`config.mk`:
```
export PLATFORM = sky130hd
export DESIGN_NAME = fifo_wr_arbiter_flat
export DESIGN_NICKNAME = d
export VERILOG_FILES = /design/src/rtl/fifo_wr_arbiter_if.sv /design/src/rtl/fifo_wr_arbiter.sv /design/src/flat_wrapper.sv
export SDC_FILE = /design/constraint.sdc
export NUM_CORES = 1
export LEC_CHECK = 0
export ABC_CLOCK_PERIOD_IN_PS = 3000
export CAP_MARGIN = 30
export CORE_ASPECT_RATIO = 1.1
export CORE_MARGIN = 5
export CORE_UTILIZATION = 36
export DETAILED_ROUTE_END_ITERATION = 12
export GPL_TIMING_DRIVEN = 1
export PLACE_DENSITY = 0.84
export SLEW_MARGIN = 20
export SYNTH_ARGS = -nofsm -noshare
export SYNTH_HDL_FRONTEND = slang
export SYNTH_SLANG_ARGS = --single-unit
```
`constraint.sdc`:
```
create_clock -name clk -period 3 [get_ports clk]
set_input_delay 0.3 -clock clk [delete_from_list [all_inputs] [get_ports clk]]
set_output_delay 0.3 -clock clk [all_outputs]
set_load 0.02 [all_outputs]
```
`src/rtl/fifo_wr_arbiter_if.sv`:
```
// Write-port bundle between the requesters, the arbiter and the downstream FIFO.
// master = requester/FIFO side, slave = arbiter.
interface fifo_wr_arbiter_if #(
  parameter int NUM_REQ = 4,
  parameter int WIDTH   = 8
);
  localparam int ID_W = $clog2(NUM_REQ);

  logic [NUM_REQ-1:0]       req_valid;
  logic [NUM_REQ*WIDTH-1:0] req_data;
  logic [NUM_REQ-1:0]       req_ready;
  logic                     fifo_full;
  logic                     fifo_wr_en;
  logic [WIDTH-1:0]         fifo_data;
  logic                     grant_valid;
  logic [ID_W-1:0]          grant_id;

  modport master (
    output req_valid, req_data, fifo_full,
    input  req_ready, fifo_wr_en, fifo_data, grant_valid, grant_id
  );

  modport slave (
    input  req_valid, req_data, fifo_full,
    output req_ready, fifo_wr_en, fifo_data, grant_valid, grant_id
  );
endinterface

```
`src/rtl/fifo_wr_arbiter.sv`:
```
// Round-robin write arbiter: one requester owns the FIFO write port for up to
// MAX_BURST beats, then ownership rotates starting after the last owner.
module fifo_wr_arbiter #(
  parameter int NUM_REQ   = 4,
  parameter int WIDTH     = 8,
  parameter int MAX_BURST = 4
) (
  input logic              clk,
  input logic              rst_n,
  fifo_wr_arbiter_if.slave bus
);
  localparam int ID_W  = $clog2(NUM_REQ);
  localparam int CNT_W = $clog2(MAX_BURST + 1);

  typedef enum logic {IDLE, GRANT} state_t;

  state_t                         state_q;
  logic [ID_W-1:0]                grant_id_q, last_id_q;
  logic [CNT_W-1:0]               beat_cnt_q;

  logic [NUM_REQ-1:0]             rdy;
  logic [NUM_REQ-1:0][WIDTH-1:0]  data_lanes;
  logic                           beat, last_beat, rel;
  logic                           win_vld;
  logic [ID_W-1:0]                win_id, idx;

  assign data_lanes = bus.req_data;

  for (genvar g = 0; g < NUM_REQ; g++) begin : g_lane
    assign rdy[g] = (state_q == GRANT) && (grant_id_q == ID_W'(g)) && !bus.fifo_full;
  end

  assign beat      = bus.req_valid[grant_id_q] && rdy[grant_id_q];
  assign last_beat = beat && (beat_cnt_q == CNT_W'(MAX_BURST - 1));
  // A stalled owner (fifo_full) keeps its grant; only burst end or dropped valid release it.
  assign rel       = (state_q == GRANT) && (last_beat || !bus.req_valid[grant_id_q]);

  // Scan last_id+1 .. last_id (wrapping) so the previous owner is tried last.
  always_comb begin
    win_vld = 1'b0;
    win_id  = '0;
    idx     = '0;
    for (int k = 1; k <= NUM_REQ; k++) begin
      idx = ID_W'((int'(last_id_q) + k) % NUM_REQ);
      if (!win_vld && bus.req_valid[idx]) begin
        win_vld = 1'b1;
        win_id  = idx;
      end
    end
  end

  always_ff @(posedge clk or negedge rst_n) begin
    if (!rst_n) begin
      state_q    <= IDLE;
      grant_id_q <= '0;
      beat_cnt_q <= '0;
      last_id_q  <= ID_W'(NUM_REQ - 1);
    end else if (state_q == IDLE || rel) begin
      beat_cnt_q <= '0;
      if (win_vld) begin
        state_q    <= GRANT;
        grant_id_q <= win_id;
        last_id_q  <= win_id;
      end else begin
        state_q    <= IDLE;
        grant_id_q <= '0;
      end
    end else if (beat) begin
      beat_cnt_q <= beat_cnt_q + CNT_W'(1);
    end
  end

  assign bus.req_ready   = rdy;
  assign bus.fifo_wr_en  = beat;
  assign bus.fifo_data   = beat ? data_lanes[grant_id_q] : '0;
  assign bus.grant_valid = (state_q == GRANT);
  assign bus.grant_id    = grant_id_q;
endmodule

```
`src/flat_wrapper.sv`:
```
// flat-port wrapper written by rule: the top's interface ports become plain ports
module fifo_wr_arbiter_flat 
#(
  parameter int NUM_REQ   = 4,
  parameter int WIDTH     = 8,
  parameter int MAX_BURST = 4
)
  (clk, rst_n, bus_req_valid, bus_req_data, bus_fifo_full, bus_req_ready, bus_fifo_wr_en, bus_fifo_data, bus_grant_valid, bus_grant_id);
  fifo_wr_arbiter_if #(.NUM_REQ(NUM_REQ), .WIDTH(WIDTH)) bus_i ();
  input logic clk;
  input logic rst_n;
  input wire logic [$bits(bus_i.req_valid)-1:0] bus_req_valid;
  input wire logic [$bits(bus_i.req_data)-1:0] bus_req_data;
  input wire logic [$bits(bus_i.fifo_full)-1:0] bus_fifo_full;
  output wire logic [$bits(bus_i.req_ready)-1:0] bus_req_ready;
  output wire logic [$bits(bus_i.fifo_wr_en)-1:0] bus_fifo_wr_en;
  output wire logic [$bits(bus_i.fifo_data)-1:0] bus_fifo_data;
  output wire logic [$bits(bus_i.grant_valid)-1:0] bus_grant_valid;
  output wire logic [$bits(bus_i.grant_id)-1:0] bus_grant_id;
  assign bus_i.req_valid = bus_req_valid;
  assign bus_i.req_data = bus_req_data;
  assign bus_i.fifo_full = bus_fifo_full;
  assign bus_req_ready = bus_i.req_ready;
  assign bus_fifo_wr_en = bus_i.fifo_wr_en;
  assign bus_fifo_data = bus_i.fifo_data;
  assign bus_grant_valid = bus_i.grant_valid;
  assign bus_grant_id = bus_i.grant_id;
  fifo_wr_arbiter #(.NUM_REQ(NUM_REQ), .WIDTH(WIDTH), .MAX_BURST(MAX_BURST)) u_core (.clk(clk), .rst_n(rst_n), .bus(bus_i));
endmodule
```
==> results of run 1 <==
-- path summary, 6_finish.rpt --
path / end / slack, ns / cells after the start
setup / recovery: bus_fifo_data[2] / 0.22 / 3
hold / removal: u_core.beat_cnt_q[2] / 0.31 / 1
setup reg to reg: u_core.bus.grant_id[0] / 0.88 / 3
hold reg to reg: u_core.beat_cnt_q[2] / 0.52 / 2
max in group asynchronous: u_core.last_id_q[0] / 2.38 / 1
min in group clk: u_core.beat_cnt_q[2] / 0.52 / 2
-- through the flow --
stage	cells	utilization [%]	cell area, sq um	worst slack, ns
floorplan	70	-	752	1.12
global placement	148	65.4	1310	0.534
detailed placement	148	65.4	1310	0.484
CTS	152	66.7	1330	0.195
global route	152	66.7	1330	0.100
finish	152	66.7	1330	0.216
-- power by group through the flow --
stage,logic (mW),clock network (mW),registers (mW)
after global routing,0.620,0.102,0.267
after CTS,0.580,0.0911,0.257
after detailed placement,0.578,0,0.258
final,0.575,0.0890,0.256
after global placement,0.560,0,0.250
after floorplan,0.411,0,0.211
-- cell usage in the layout (no fill, tap or decap) --
cell and instances:
mux4_1 3, nor2_1 7, a21o_1 1, a22oi_1 1, nand2b_1 3, nand2_1 5
nor3b_1 1, mux4_2 6, nor2b_1 2, inv_1 3, o221ai_1 1, dfrtp_1 6
buf_4 1, nor3_1 1, a41o_2 1, and3_1 9, o221a_2 1, or4_1 1
xor2_1 1, mux2i_1 1, a31o_2 1, mux2_2 1, ha_1 2, clkdlybuf4s50_1 54
dfstp_2 2, clkbuf_1 1, a22o_1 1, a21oi_1 3, nand3_2 1, clkbuf_4 3
-- cell families (layout without fill, tap and decap cells) --
| kind of cell | Yosys count | in the layout | share of synthesized area, % |
|---|---|---|---|
| AOI/OAI and AO/OA | 10 | 10 | 10.5 |
| xor gates and xnor gates | 1 | 1 | 1.16 |
| adders and majority gates | 2 | 2 | 3.33 |
| buffers and inverters | 8 | 62 | 5.16 |
| DFF | 8 | 8 | 27.0 |
| muxes | 11 | 11 | 31.3 |
| and+or+nand+nor | 30 | 30 | 21.6 |
-- sequential cells by signal, summed over array words and instances (netlist names) --
name	count
u_core.beat_cnt_q	3
u_core.last_id_q	2
u_core.bus.grant_valid	1
u_core.bus.grant_id	2
-- layout make-up --
class / instances / area [sq um]
Clock buffer: 4 / 26.3
Timing Repair Buffer: 55 / 548
Fill cell: 178 / 666
Tap cell: 28 / 35.0
Multi-Input combinational cell: 54 / 510
Sequential cell: 8 / 203
Inverter: 3 / 11.3
-- layer usage --
layer,up-vias,wire length (um),GRT usage (%)
li1,376,-,-
met1,377,912,18.0
met2,50,1330,32.7
met3,0,336,6.94
met4,0,0,2.19
met5,-,0,0
-- worst max-delay path, cell delays in order, from the launching register on --
cell,delay [ns]
dfrtp_1,0.76
mux4_2,0.72
and3_1,0.20
clkdlybuf4s50_1,0.54
==> summary.md, run 1 <==
| Metric | Value |
|---|---|
| Min-Delay Path Class | primary input to asynchronous set/reset pin |
| Core Footprint | 0.00200 sq mm |
| Count of final max-slew check failures | 0 |
| DR WL/cell | 16.9 um |
| Worst clock skew | 0.0160 ns |
| Slew margin rel. | 57.1% |
| I/O pins | 55 |
| TritonRoute pass-1 iters | 4 |
| Min Tclk post-route | 2.78 ns |
| Longest Clk Path Bufs | 2 |
| Root Driver | clkbuf_4 |
| Crit path from | u_core.bus.grant_id[0] |
| Top-count cell post-synth | and3_1 |
| Worst setup path class | register to primary output |
| # rows | 17 |
| Synth warnings | 0 |
| Asr flop ratio synth | 100% |
| Critical Path Source Type | register |
| Final setup viols | 0 |
| Via density | 5.28 |
| Yosys top cell by area | dfrtp_1 |
| Fin nets | 166 |
| Origin of the critical flop-to-flop path | u_core.bus.grant_id[0] |
| Total setup buffers inserted after CTS | 0 |
| Layout cell share with drive strength beyond 1 | 13.7% |
| Resized Gates After CTS | 0 |
| CP max FO | 15 |
| CTS HTree Levels | 1 |
| Power Total | 0.920 mW |
| Seq/Total Area, Yosys | 27.0% |
| Post-synthesis cell type count | 29 |
| Gpl congestion | 0.724 |
| Synth Area per Inst | 10.7 sq um |
| VDD IR max | 0.000569 V |
| Hold buffer count at cts | 0 |
| Initial Util | 37.6% |
| Inserted Clock Buffers | 3 |
| Clock sink count | 8 |
| Internal power | 0.554 mW |
| Fmax | 0.359 GHz |
| Antenna Diode Count | 0 |
| Post-synth EDFFs | 0 |
| Post-synth top cells | and3_1 (9), nor2_1 (7), dfrtp_1 (6), mux4_2 (6), nand2_1 (5) |
| Area contributors post-synth | dfrtp_1 (20%), mux4_2 (18%), mux4_1 (10%) |
| Lkg Pwr | 0.563 nW |
| Fin. Hold Viols | 0 |
| Port Buffer Count | 54 |
| Hold Slack | 0.306 ns |
| Netlist Area Pre-Place | 752 sq um |
| DPL Wire Length | 2.17 mm |
| CP Data Arrival Time | 2.48 ns |
| WL final | 2.57 mm |
| DIE WIDTH | 53.6 um |
| Status | completed |
| # Max-Cap Violations | 0 |
| Clock-pin slew on the worst setup and hold paths | 0.06 ns |
| DRC viols | 0 |
| Critical Path RT | 2.70 ns |
| Routed Antenna Nets | 0 |
| Gr ovfl total | 0 |
| Critical Path Sink Type | primary output |
| Switching share of power | 39.8% |
| Share of the synthesized area in the top cell type | 20.0% |
| Die footprint | 0.00310 sq mm |
| Initial drt markers | 18 |
| Setup TNS | 0 ns |
| Part of the cycle the worst path needs | 92.8% |
| P&R area growth vs syn | 77.4% |
| Initial antenna violation count | 0 |
| NetSw | 0.366 mW |
| Worst-Margin Slew | 0.643 ns |
| Number of synthesized register bits | 8 |
| CTS tree | yes |
| Pwr dens | 690 mW/mm^2 |
| Combinational group share of total power | 62.5% |
| RSZ-0062 raised after global routing | false |
| Part of the power in registers | 27.8% |
| Main synth FF type | dfrtp_1 |
| Worst-Skew Late Latency | 0.26 ns |
| First-pass GRT wire length | 3.96 mm |
| Vias | 803 |
| Largest net degree at the start of global routing | 16 |
| Die extent in y | 57.9 um |
| Vias in the first global route | 838 |
| GRT Total Usage | 17.4% |
| Mapped Cells | 70 |
| Net Count, Synth | 111 |
| Clk pwr share | 9.7% |
Power figures use the tool's default switching activity.
==> run 2: changes to the inputs <==
ABC_CLOCK_PERIOD_IN_PS = 3500   (was 3000)
CORE_MARGIN = 1   (was 5)
clock period = 3.5 ns   (was 3 ns; I/O delays follow)
==> run 2 against run 1 <==
Effect of this change:
- non-clock buffer count is 1 lower
- highest routed layer is now met4
- utilization is 4.5 points higher
- critical endpoint is now bus_fifo_data[7]
- flip-flop and latch count stayed put
- first-iteration DRC count is 78% lower
==> summary.md, run 2 (synthesis gave the netlist of run 1 again) <==
| Metric | Value |
|---|---|
| Fin nets | 165 (-0.60%) |
| P&R area growth vs syn | 76.2% |
| Gr ovfl total | 0 (unchanged) |
| Lkg Pwr | 0.559 nW (-0.86%) |
| Via density | 5.30 (+0.32%) |
| Setup TNS | 0 ns (unchanged) |
| Vias | 795 (-1.0%) |
| Final worst slack | 0.672 ns (+0.455 ns) |
| Slew margin rel. | 54.8% (-2.3 points) |
| Initial Util | 40.4% (+2.8 points) |
| RSZ-0062 raised after global routing | false |
| Pwr dens | 590 mW/mm^2 (-15%) |
| Gpl congestion | 0.712 (-1.7%) |
| First-pass GRT wire length | 3.28 mm (-17%) |
| Worst-Skew Late Latency | 0.26 ns (about the same) |
| Die footprint | 0.00228 sq mm (-27%) |
| Place WS | 0.856 ns (+0.372 ns) |
| Total setup buffers inserted after CTS | 0 (unchanged) |
| Status | completed |
| Top Usage Layer GRT | met2 |
| Routed Antenna Nets | 0 (unchanged) |
| Layout Cells excl Fill | 150 (-1.3%) |
| Max reg flops | 3 (unchanged) |
| Placed insts | 146 (-1.4%) |
| Met3 Track Usage GR | 6.59% (-0.35 points) |
| Met1 usage | 19.3% (+1.3 points) |
| Min Tclk post-route | 2.83 ns |
| CP max FO | 15 (unchanged) |
| Layout cell share with drive strength beyond 1 | 13.0% (-0.70 points) |
| Fmax | 0.354 GHz |
| TritonRoute pass-1 iters | 4 (unchanged) |
| WL final | 2.11 mm (-18%) |
| Largest net degree at the start of global routing | 16 (unchanged) |
| GRT Total Usage | 19.9% (+2.5 points) |
| DPL Wire Length | 1.75 mm (-19%) |
| Root Driver | clkbuf_4 |
| Part of the cycle the worst path needs | 80.8% |
| DRC viols | 0 (unchanged) |
| Hold buffer count at cts | 0 (unchanged) |
| Worst setup path class | register to primary output |
| Count of final max-slew check failures | 0 (unchanged) |
| Register name with the most flops | u_core.beat_cnt_q |
| VDD IR max | 0.000488 V (-14%) |
| Grt met2 use | 38.8% (+6.1 points) |
| # Max-Cap Violations | 0 (unchanged) |
| Longest Clk Path Bufs | 2 (unchanged) |
| # rows | 16 (-1) |
| Critical Path RT | 3.15 ns (+0.45 ns) |
| Inserted Clock Buffers | 3 (unchanged) |
| Clock-pin slew on the worst setup and hold paths | 0.06 ns (about the same) |
| Core Footprint | 0.00186 sq mm (-6.9%) |
| Hold Slack | 0.351 ns (+0.0447 ns) |
| Fin. Hold Viols | 0 (unchanged) |
| Placed inst area | 0.00130 sq mm (-0.67%) |
| Final instance area | 0.00133 sq mm (-0.66%) |
| Antenna Diode Count | 0 (unchanged) |
| Initial antenna violation count | 0 (unchanged) |
| Commonest non-fill, non-tap cell in the layout | clkdlybuf4s50_1 |
| Worst clock skew | 0.0158 ns (-0.000147 ns) |
| CTS HTree Levels | 1 (unchanged) |
| Initial drt markers | 4 (-14) |
| Resized Gates After CTS | 0 (unchanged) |
| Critical Path Sink Type | primary output |
| CTS tree | yes |
| Vias in the first global route | 798 (-4.8%) |
| Most frequent cells in the layout | clkdlybuf4s50_1 (54), and3_1 (9), nor2_1 (7), mux4_2 (6), dfrtp_1 (6) |
| DIE WIDTH | 45.6 um (-15%) |
| Worst-Margin Slew | 0.677 ns (+0.0343 ns) |
| Critical Path Source Type | register |
| I/O pins | 55 (unchanged) |
| CP Data Arrival Time | 2.48 ns (about the same) |
| Final setup viols | 0 (unchanged) |
| DR WL/cell | 14.1 um (-17%) |
| Die extent in y | 49.9 um (-14%) |
| Clock sink count | 8 (unchanged) |
| Port Buffer Count | 54 (unchanged) |
| Min-Delay Path Class | primary input to asynchronous set/reset pin |
==> run 2: cell count changes in the layout (fill, tap and decap cells not counted), sizes merged <==
cell and change:
buf -1
==> run 2: where the power goes <==
group	internal, mW	leakage, nW	switching [mW]	total (mW)
registers	0.135	0.0944	0.0857	0.221
clock network	0.0437	0.0150	0.0326	0.0763
logic	0.295	0.449	0.189	0.484
==> run 2: metal layers <==
layer  vias to the layer above  share of wire (%)
met1                       368                 36
met2                        47                 50
met3                         2                 13
met5                         -                  0
met4                         0               0.24
li1                        378                  -
==> run 2: final timing paths <==
| path | cells past startpoint | end | slack [ns] | from |
|---|---|---|---|---|
| max | 3 | bus_fifo_data[7] | 0.67 | u_core.bus.grant_id[0] |
| min | 1 | u_core.beat_cnt_q[1] | 0.35 | rst_n |
| max reg2reg | 3 | u_core.bus.grant_id[0] | 1.38 | u_core.bus.grant_id[0] |
| min reg2reg | 2 | u_core.beat_cnt_q[2] | 0.53 | u_core.beat_cnt_q[2] |
| max in group asynchronous | 1 | u_core.last_id_q[1] | 2.84 | rst_n |
| min in group clk | 2 | u_core.beat_cnt_q[2] | 0.53 | u_core.beat_cnt_q[2] |
==> run 2: worst max-delay path, cell delays in order (launching register included) <==
cell and delay [ns]:
dfrtp_1 0.77, mux4_2 0.72, and3_1 0.19, clkdlybuf4s50_1 0.54
==> run 2: area by class of cell <==
| type | count | area (sq um) |
|---|---|---|
| timing repair buffer | 54 | 541 |
| fill | 159 | 537 |
| multi-input combinational | 54 | 510 |
| sequential | 8 | 203 |
| tap | 27 | 33.8 |
| clock buffer | 4 | 26.3 |
| inverter | 3 | 11.3 |
==> run 2: metrics by stage <==
| stage | total power, mW | util [%] |
|---|---|---|
| floorplan | 0.533 | - |
| global placement | 0.699 | 69.8 |
| detailed placement | 0.712 | 69.8 |
| CTS | 0.792 | 71.2 |
| global route | 0.837 | 71.2 |
| finish | 0.781 | 71.2 |
==> run 3: changes to the inputs <==
ABC_CLOCK_PERIOD_IN_PS = 2400   (was 3500)
CORE_UTILIZATION = 30   (was 36)
PLACE_DENSITY = 0.75   (was 0.84)
clock period = 2.4 ns   (was 3.5 ns; I/O delays follow)
==> run 3 against run 2 <==
Effect of this change:
- sequential power is 24% higher
- clock power is 40% higher
- via count is 3.8% higher
- largest cell class unchanged
- routed wire length is 5.0% higher
- combinational power is 64% higher
==> summary.md, run 3 (synthesis gave the netlist of run 1 again) <==
| Metric | Value |
|---|---|
| Status | completed |
| Worst-Skew Late Latency | 0.25 ns (about the same) |
| Inserted Clock Buffers | 3 (unchanged) |
| Initial Util | 32.7% (-7.7 points) |
| Buf/Inv on CP | 2 (+1) |
| I/O pins | 55 (unchanged) |
| CP top delay family | buffers and inverters |
| Utilization after layout | 60.7% (-10 points) |
| Worst setup path class | register to primary output |
| # rows | 18 (+2) |
| Placed insts | 157 (+7.5%) |
| RSZ-0062 raised after global routing | false |
| CTS HTree Levels | 1 (unchanged) |
| Crit-path max cell delay | 0.55 ns (-0.22 ns) |
| DR WL/cell | 13.8 um (-2.1%) |
| Most frequent cells in the layout | clkdlybuf4s50_1 (52), and3_1 (9), buf_4 (8), nor2_1 (7), mux4_2 (6) |
| Place WS | 0.0911 ns (-0.765 ns) |
| CP Data Arrival Time | 2.06 ns (-0.42 ns) |
| Port Buffer Count | 54 (unchanged) |
| Fin. Hold Viols | 0 (unchanged) |
| Critical Path RT | 2.16 ns (-0.99 ns) |
| DIE WIDTH | 49.7 um (+9.1%) |
| Final setup viols | 0 (unchanged) |
| P&R area growth vs syn | 85.5% |
| Gpl congestion | 0.707 (-0.70%) |
| Vias in the first global route | 738 (-7.5%) |
| Initial antenna violation count | 0 (unchanged) |
| DRC viols | 0 (unchanged) |
| VDD IR max | 0.000620 V (+27%) |
| CP Cell Sequence | buf_4, mux4_1, and3_1, clkdlybuf4s50_1 |
| Core Footprint | 0.00230 sq mm (+23%) |
| GRT Total Usage | 17.2% (-2.7 points) |
| Layout Cells excl Fill | 161 (+7.3%) |
| Min Tclk post-route | 2.30 ns |
| Placed inst area | 0.00136 sq mm (+4.9%) |
| Critical Path Sink Type | primary output |
| CTS tree | yes |
| Part of the cycle the worst path needs | 95.7% |
| TritonRoute pass-1 iters | 5 (+1) |
| Final instance area | 0.00140 sq mm (+5.3%) |
| Largest net degree at the start of global routing | 14 (-2) |
| Clock sink count | 8 (unchanged) |
| Clock-pin slew on the worst setup and hold paths | 0.06 ns (about the same) |
| Hold Slack | 0.255 ns (-0.0955 ns) |
| # Max-Cap Violations | 0 (unchanged) |
| CP max FO | 5 (-10) |
| Final worst slack | 0.102 ns (-0.569 ns) |
| WP depth | 4 (+1) |
| Fin nets | 173 (+4.8%) |
| Total setup buffers inserted after CTS | 0 (unchanged) |
| WL final | 2.21 mm (+5.0%) |
| Initial drt markers | 8 (+4) |
| Layout cell share with drive strength beyond 1 | 19.1% (+6.1 points) |
| Commonest non-fill, non-tap cell in the layout | clkdlybuf4s50_1 |
| Die footprint | 0.00271 sq mm (+19%) |
| Worst clock skew | 0.00822 ns (-0.00761 ns) |
| Critical Path Source Type | register |
| Via density | 5.12 (-3.3%) |
| Setup TNS | 0 ns (unchanged) |
| Register name with the most flops | u_core.beat_cnt_q |
| Slew margin rel. | 77.4% (+23 points) |
| Antenna Diode Count | 0 (unchanged) |
| Lkg Pwr | 0.629 nW (+13%) |
| Die extent in y | 54.5 um (+9.2%) |
| Routed Antenna Nets | 0 (unchanged) |
| Min-Delay Path Class | primary input to asynchronous set/reset pin |
| DPL Wire Length | 1.82 mm (+3.9%) |
| Vias | 825 (+3.8%) |
| Pwr dens | 845 mW/mm^2 (+43%) |
| Worst-Margin Slew | 0.338 ns (-0.339 ns) |
| Fmax | 0.435 GHz |
| Count of final max-slew check failures | 0 (unchanged) |
| Max reg flops | 3 (unchanged) |
| Longest Clk Path Bufs | 2 (unchanged) |
| First-pass GRT wire length | 3.47 mm (+5.9%) |
| Gr ovfl total | 0 (unchanged) |
| R2r worst-path depth | 3 (unchanged) |
| Hold buffer count at cts | 0 (unchanged) |
| Root Driver | clkbuf_4 |
| Power Total | 1.18 mW (+51%) |
| Critical Path Slowest Stage Cell | mux4_1 |
## run 3: changes by cell type in the layout (fill, tap and decap cells not counted), sizes merged
cell           previous run  this run
clkdlybuf4s50            54        52
dlymetal6s2s              0         2
buf                       0         8
## run 3: routing by layer
metal	vias up	wire (um)	track usage (%)
li1	398	-	-
met1	382	961	21.6
met5	-	0	0
met4	0	10	4.29
met2	43	998	29.7
met3	2	244	4.44
## run 3: final cells by class
type	instances	area [sq um]
Clock buffer	4	26.3
Sequential cell	8	204
Fill cell	224	902
Tap cell	30	37.5
Multi-Input combinational cell	54	510
Timing Repair Buffer	62	606
Inverter	3	11.3
## run 3: repair_timing
| item | 4_1_cts | 5_1_grt |
|---|---|---|
| gates resized for setup | 1 | 2 |
| endpoints found under the setup margin | 1 | 2 |
| hold endpoints to repair | 0 | 0 |
| pin swaps | 0 | 0 |
## run 3: final timing paths
path	start	to	slack, ns
worst min register to register	u_core.beat_cnt_q[1]	u_core.beat_cnt_q[1]	0.55
max in group asynchronous	rst_n	u_core.last_id_q[1]	1.84
worst min-delay path	rst_n	u_core.beat_cnt_q[2]	0.26
worst max register to register	u_core.bus.grant_id[0]	u_core.bus.grant_id[0]	0.75
min in group clk	u_core.beat_cnt_q[1]	u_core.beat_cnt_q[1]	0.55
worst max-delay path	u_core.bus.grant_id[0]	bus_fifo_data[0]	0.10
## run 3: where the power goes
part           internal [mW]  total [mW]  switching, mW
Combinational          0.464       0.796          0.332
Clock                 0.0634       0.107         0.0436
Sequential             0.200       0.275         0.0752
Total                  0.728        1.18          0.451
## run 3: worst reg2reg max path, cell delays in order, from the launching register on
cell and delay [ns]:
dfrtp_1 0.38, mux4_2 0.64, nand3_2 0.17, mux2_2 0.34
==> RTL change (settings of run 3) <==
`NUM_REQ` is set to 4 in 3 places; all go to 8.
--- a/src/rtl/fifo_wr_arbiter_if.sv
+++ b/src/rtl/fifo_wr_arbiter_if.sv
@@ -1,7 +1,7 @@
 // Write-port bundle between the requesters, the arbiter and the downstream FIFO.
 // master = requester/FIFO side, slave = arbiter.
 interface fifo_wr_arbiter_if #(
-  parameter int NUM_REQ = 4,
+  parameter int NUM_REQ = 8,
   parameter int WIDTH   = 8
 );
   localparam int ID_W = $clog2(NUM_REQ);
--- a/src/rtl/fifo_wr_arbiter.sv
+++ b/src/rtl/fifo_wr_arbiter.sv
@@ -1,7 +1,7 @@
 // Round-robin write arbiter: one requester owns the FIFO write port for up to
 // MAX_BURST beats, then ownership rotates starting after the last owner.
 module fifo_wr_arbiter #(
-  parameter int NUM_REQ   = 4,
+  parameter int NUM_REQ   = 8,
   parameter int WIDTH     = 8,
   parameter int MAX_BURST = 4
 ) (
--- a/src/flat_wrapper.sv
+++ b/src/flat_wrapper.sv
@@ -1,7 +1,7 @@
 // flat-port wrapper written by rule: the top's interface ports become plain ports
 module fifo_wr_arbiter_flat 
 #(
-  parameter int NUM_REQ   = 4,
+  parameter int NUM_REQ   = 8,
   parameter int WIDTH     = 8,
   parameter int MAX_BURST = 4
 )
Ports: changed (resized bus_grant_id, bus_req_data, bus_req_ready and bus_req_valid); port bits go from 55 to 96. The function was not compared with the original's and may differ.
==> RTL change against run 3 <==
- the run now ends with setup timing left
- register-to-register slack got worse by 1.0 ns
- sequential power increased by 39%
- cell area rose by 150%
- total power grew to 4.0 times the old value
- clock power rose by 100%
- global-route usage increased by 1.6 points
- area after synthesis rose to 2.5 times the old value
- routed wire length grew to 2.9 times the old value
- setup slack worse by 0.40 ns
- cell count rose to 2.6 times the old value
- sequential cell count grew 2
==> RTL change: results (changes against run 3) <==
Critical path:
- The slowest cell on the critical path is dfstp_2.
- The endpoint identified for the worst register-to-register timing path is u_core.last_id_q[2].
- The critical path capture point type is a flip-flop.
- The arrival time of the worst setup path is 2.87 ns (+0.81 ns).
- The kind of cell with the highest combined delay along the critical path is simple AND/OR/NAND/NOR gates.
- The peak fanout along the critical path was 6 (+1).
- The path depth of the worst reg2reg path is 8 (+5).
- The delay of the slowest cell on the worst path is 0.60 ns (+0.05 ns).

STA:
- The slew of the pin with the lowest slew margin is 0.465 ns (+0.127 ns).
- The worst-case clock skew is 0.00163 ns (-0.00659 ns).
- The final setup slack of the worst path is -0.299 ns (-0.401 ns).
- The number of endpoints failing setup at the final stage is 6 (+6).

Clock tree:
- The cell chosen for the clock root is clkbuf_8.

Detailed routing:
- The detailed-route wire length per cell is 15.3 µm (+12%).
- The total wirelength of the detailed-routed design came to 6350 µm (+190%).
- The total met2 wirelength after detailed routing is 3460 µm (+250%).
- The detailed router's first-iteration violation count is 153 (+145).
- The via-per-instance ratio is 5.29 (+3.2%).
- The length of routed wiring on met1 was 2440 µm (+150%).
- The first-pass iteration count of the detailed router was 4 (-1).

Synthesis:
- The fraction of the yosys area taken by sequential cells is 13.4% (-14 points).
- The area share of xor/xnor cells in the synthesized design is 2.31% (+1.1 points).
- The area fraction in compound gates after synthesis came to 12.3% (+1.8 points).
- By count the netlist is led by nand2_1, mux2i_1, nor2_1.
- The synthesized instance count is 202 (+190%).
- The multiplexer share of the synthesized area was 45.9% (+15 points).
- The synthesized netlist net count was 281 (+150%).
- The adder-cell area share of the yosys netlist is 2.64% (-0.69 points).

Global route:
- The largest net degree at the start of global routing is 23 (+9).
- The global-route wire length before repair is 9990 µm (+190%).
- The met1 layer usage reported by global route is 22.0% (+0.31 points).
- The via count of the first global-routing pass is 2186 (+200%).
- The global-route usage over all layers is 18.8% (+1.6 points).
- The global-route track usage on met3 is 1.40% (-3.0 points).

Power:
- The switching power as a share of total power is 44.0% (+5.8 points).

Placement:
- The final weighted congestion in routability-driven placement is 0.949 (+34%).
- The estimated wirelength of the detail-placed design is 5240 µm (+190%).

Cells and area:
- The net count of the finished layout is 414 (+140%).
- The fraction of layout cells with a size suffix above 1 is 31.4% (+12 points).

Status:
- The run finished, with violations left.
- The final reports fail on setup timing.
RTL change: cell types whose count changed in the layout (fill, tap and decap cells not counted), moves of 5 or more:
| cell | change |
|---|---|
| nand3_1 | +5 |
| and3_1 | -9 |
| o21ai_0 | +8 |
| mux2i_1 | +19 |
| buf_4 | +34 |
| nor2_1 | +14 |
| mux4_2 | +17 |
| a21oi_1 | +7 |
| nand2_1 | +17 |
| nor3_1 | +5 |
| clkdlybuf4s50_1 | +32 |
RTL change: final cells by class:
class / count / area, µm²
timing repair buffer: 142 / 1320
sequential: 10 / 254
tap: 80 / 100
clock buffer: 4 / 55.1
fill: 543 / 2730
multi-input combinational: 170 / 1660
inverter: 8 / 32.5
RTL change: stage by stage:
step	setup WS [ns]	area [µm²]	total power [mW]	setup TNS, ns
after floorplan	-0.290	1950	2.85	-0.694
after global placement	-0.271	3260	4.15	-3.34
after detailed placement	-0.326	3260	4.18	-3.80
after CTS	-0.261	3360	4.50	-1.17
after global routing	-0.375	3430	5.08	-1.81
final	-0.299	3430	4.71	-1.18
RTL change: kinds of logic after synthesis:
family	Yosys count
adder cells (fa/ha/maj)	4
buffers and inverters	22
XOR/XNOR	5
multiplexers	53
flip-flops	10
AO/OA/AOI/OAI	36
AND/OR/NAND/NOR	72
RTL change: power groups by stage:
stage | Clock (mW) | Combinational, mW | Sequential [mW]
2_1_floorplan | 0 | 2.52 | 0.337
3_3_place_gp | 0 | 3.77 | 0.377
3_5_place_dp | 0 | 3.80 | 0.384
4_1_cts | 0.218 | 3.91 | 0.375
5_1_grt | 0.230 | 4.45 | 0.395
6_report | 0.214 | 4.12 | 0.383
RTL change: timing repair:
item	4_1_cts	5_1_grt
endpoints found under the setup margin	16	16
buffers inserted	4	1
pin swaps	7	7
gates resized for setup	19	21
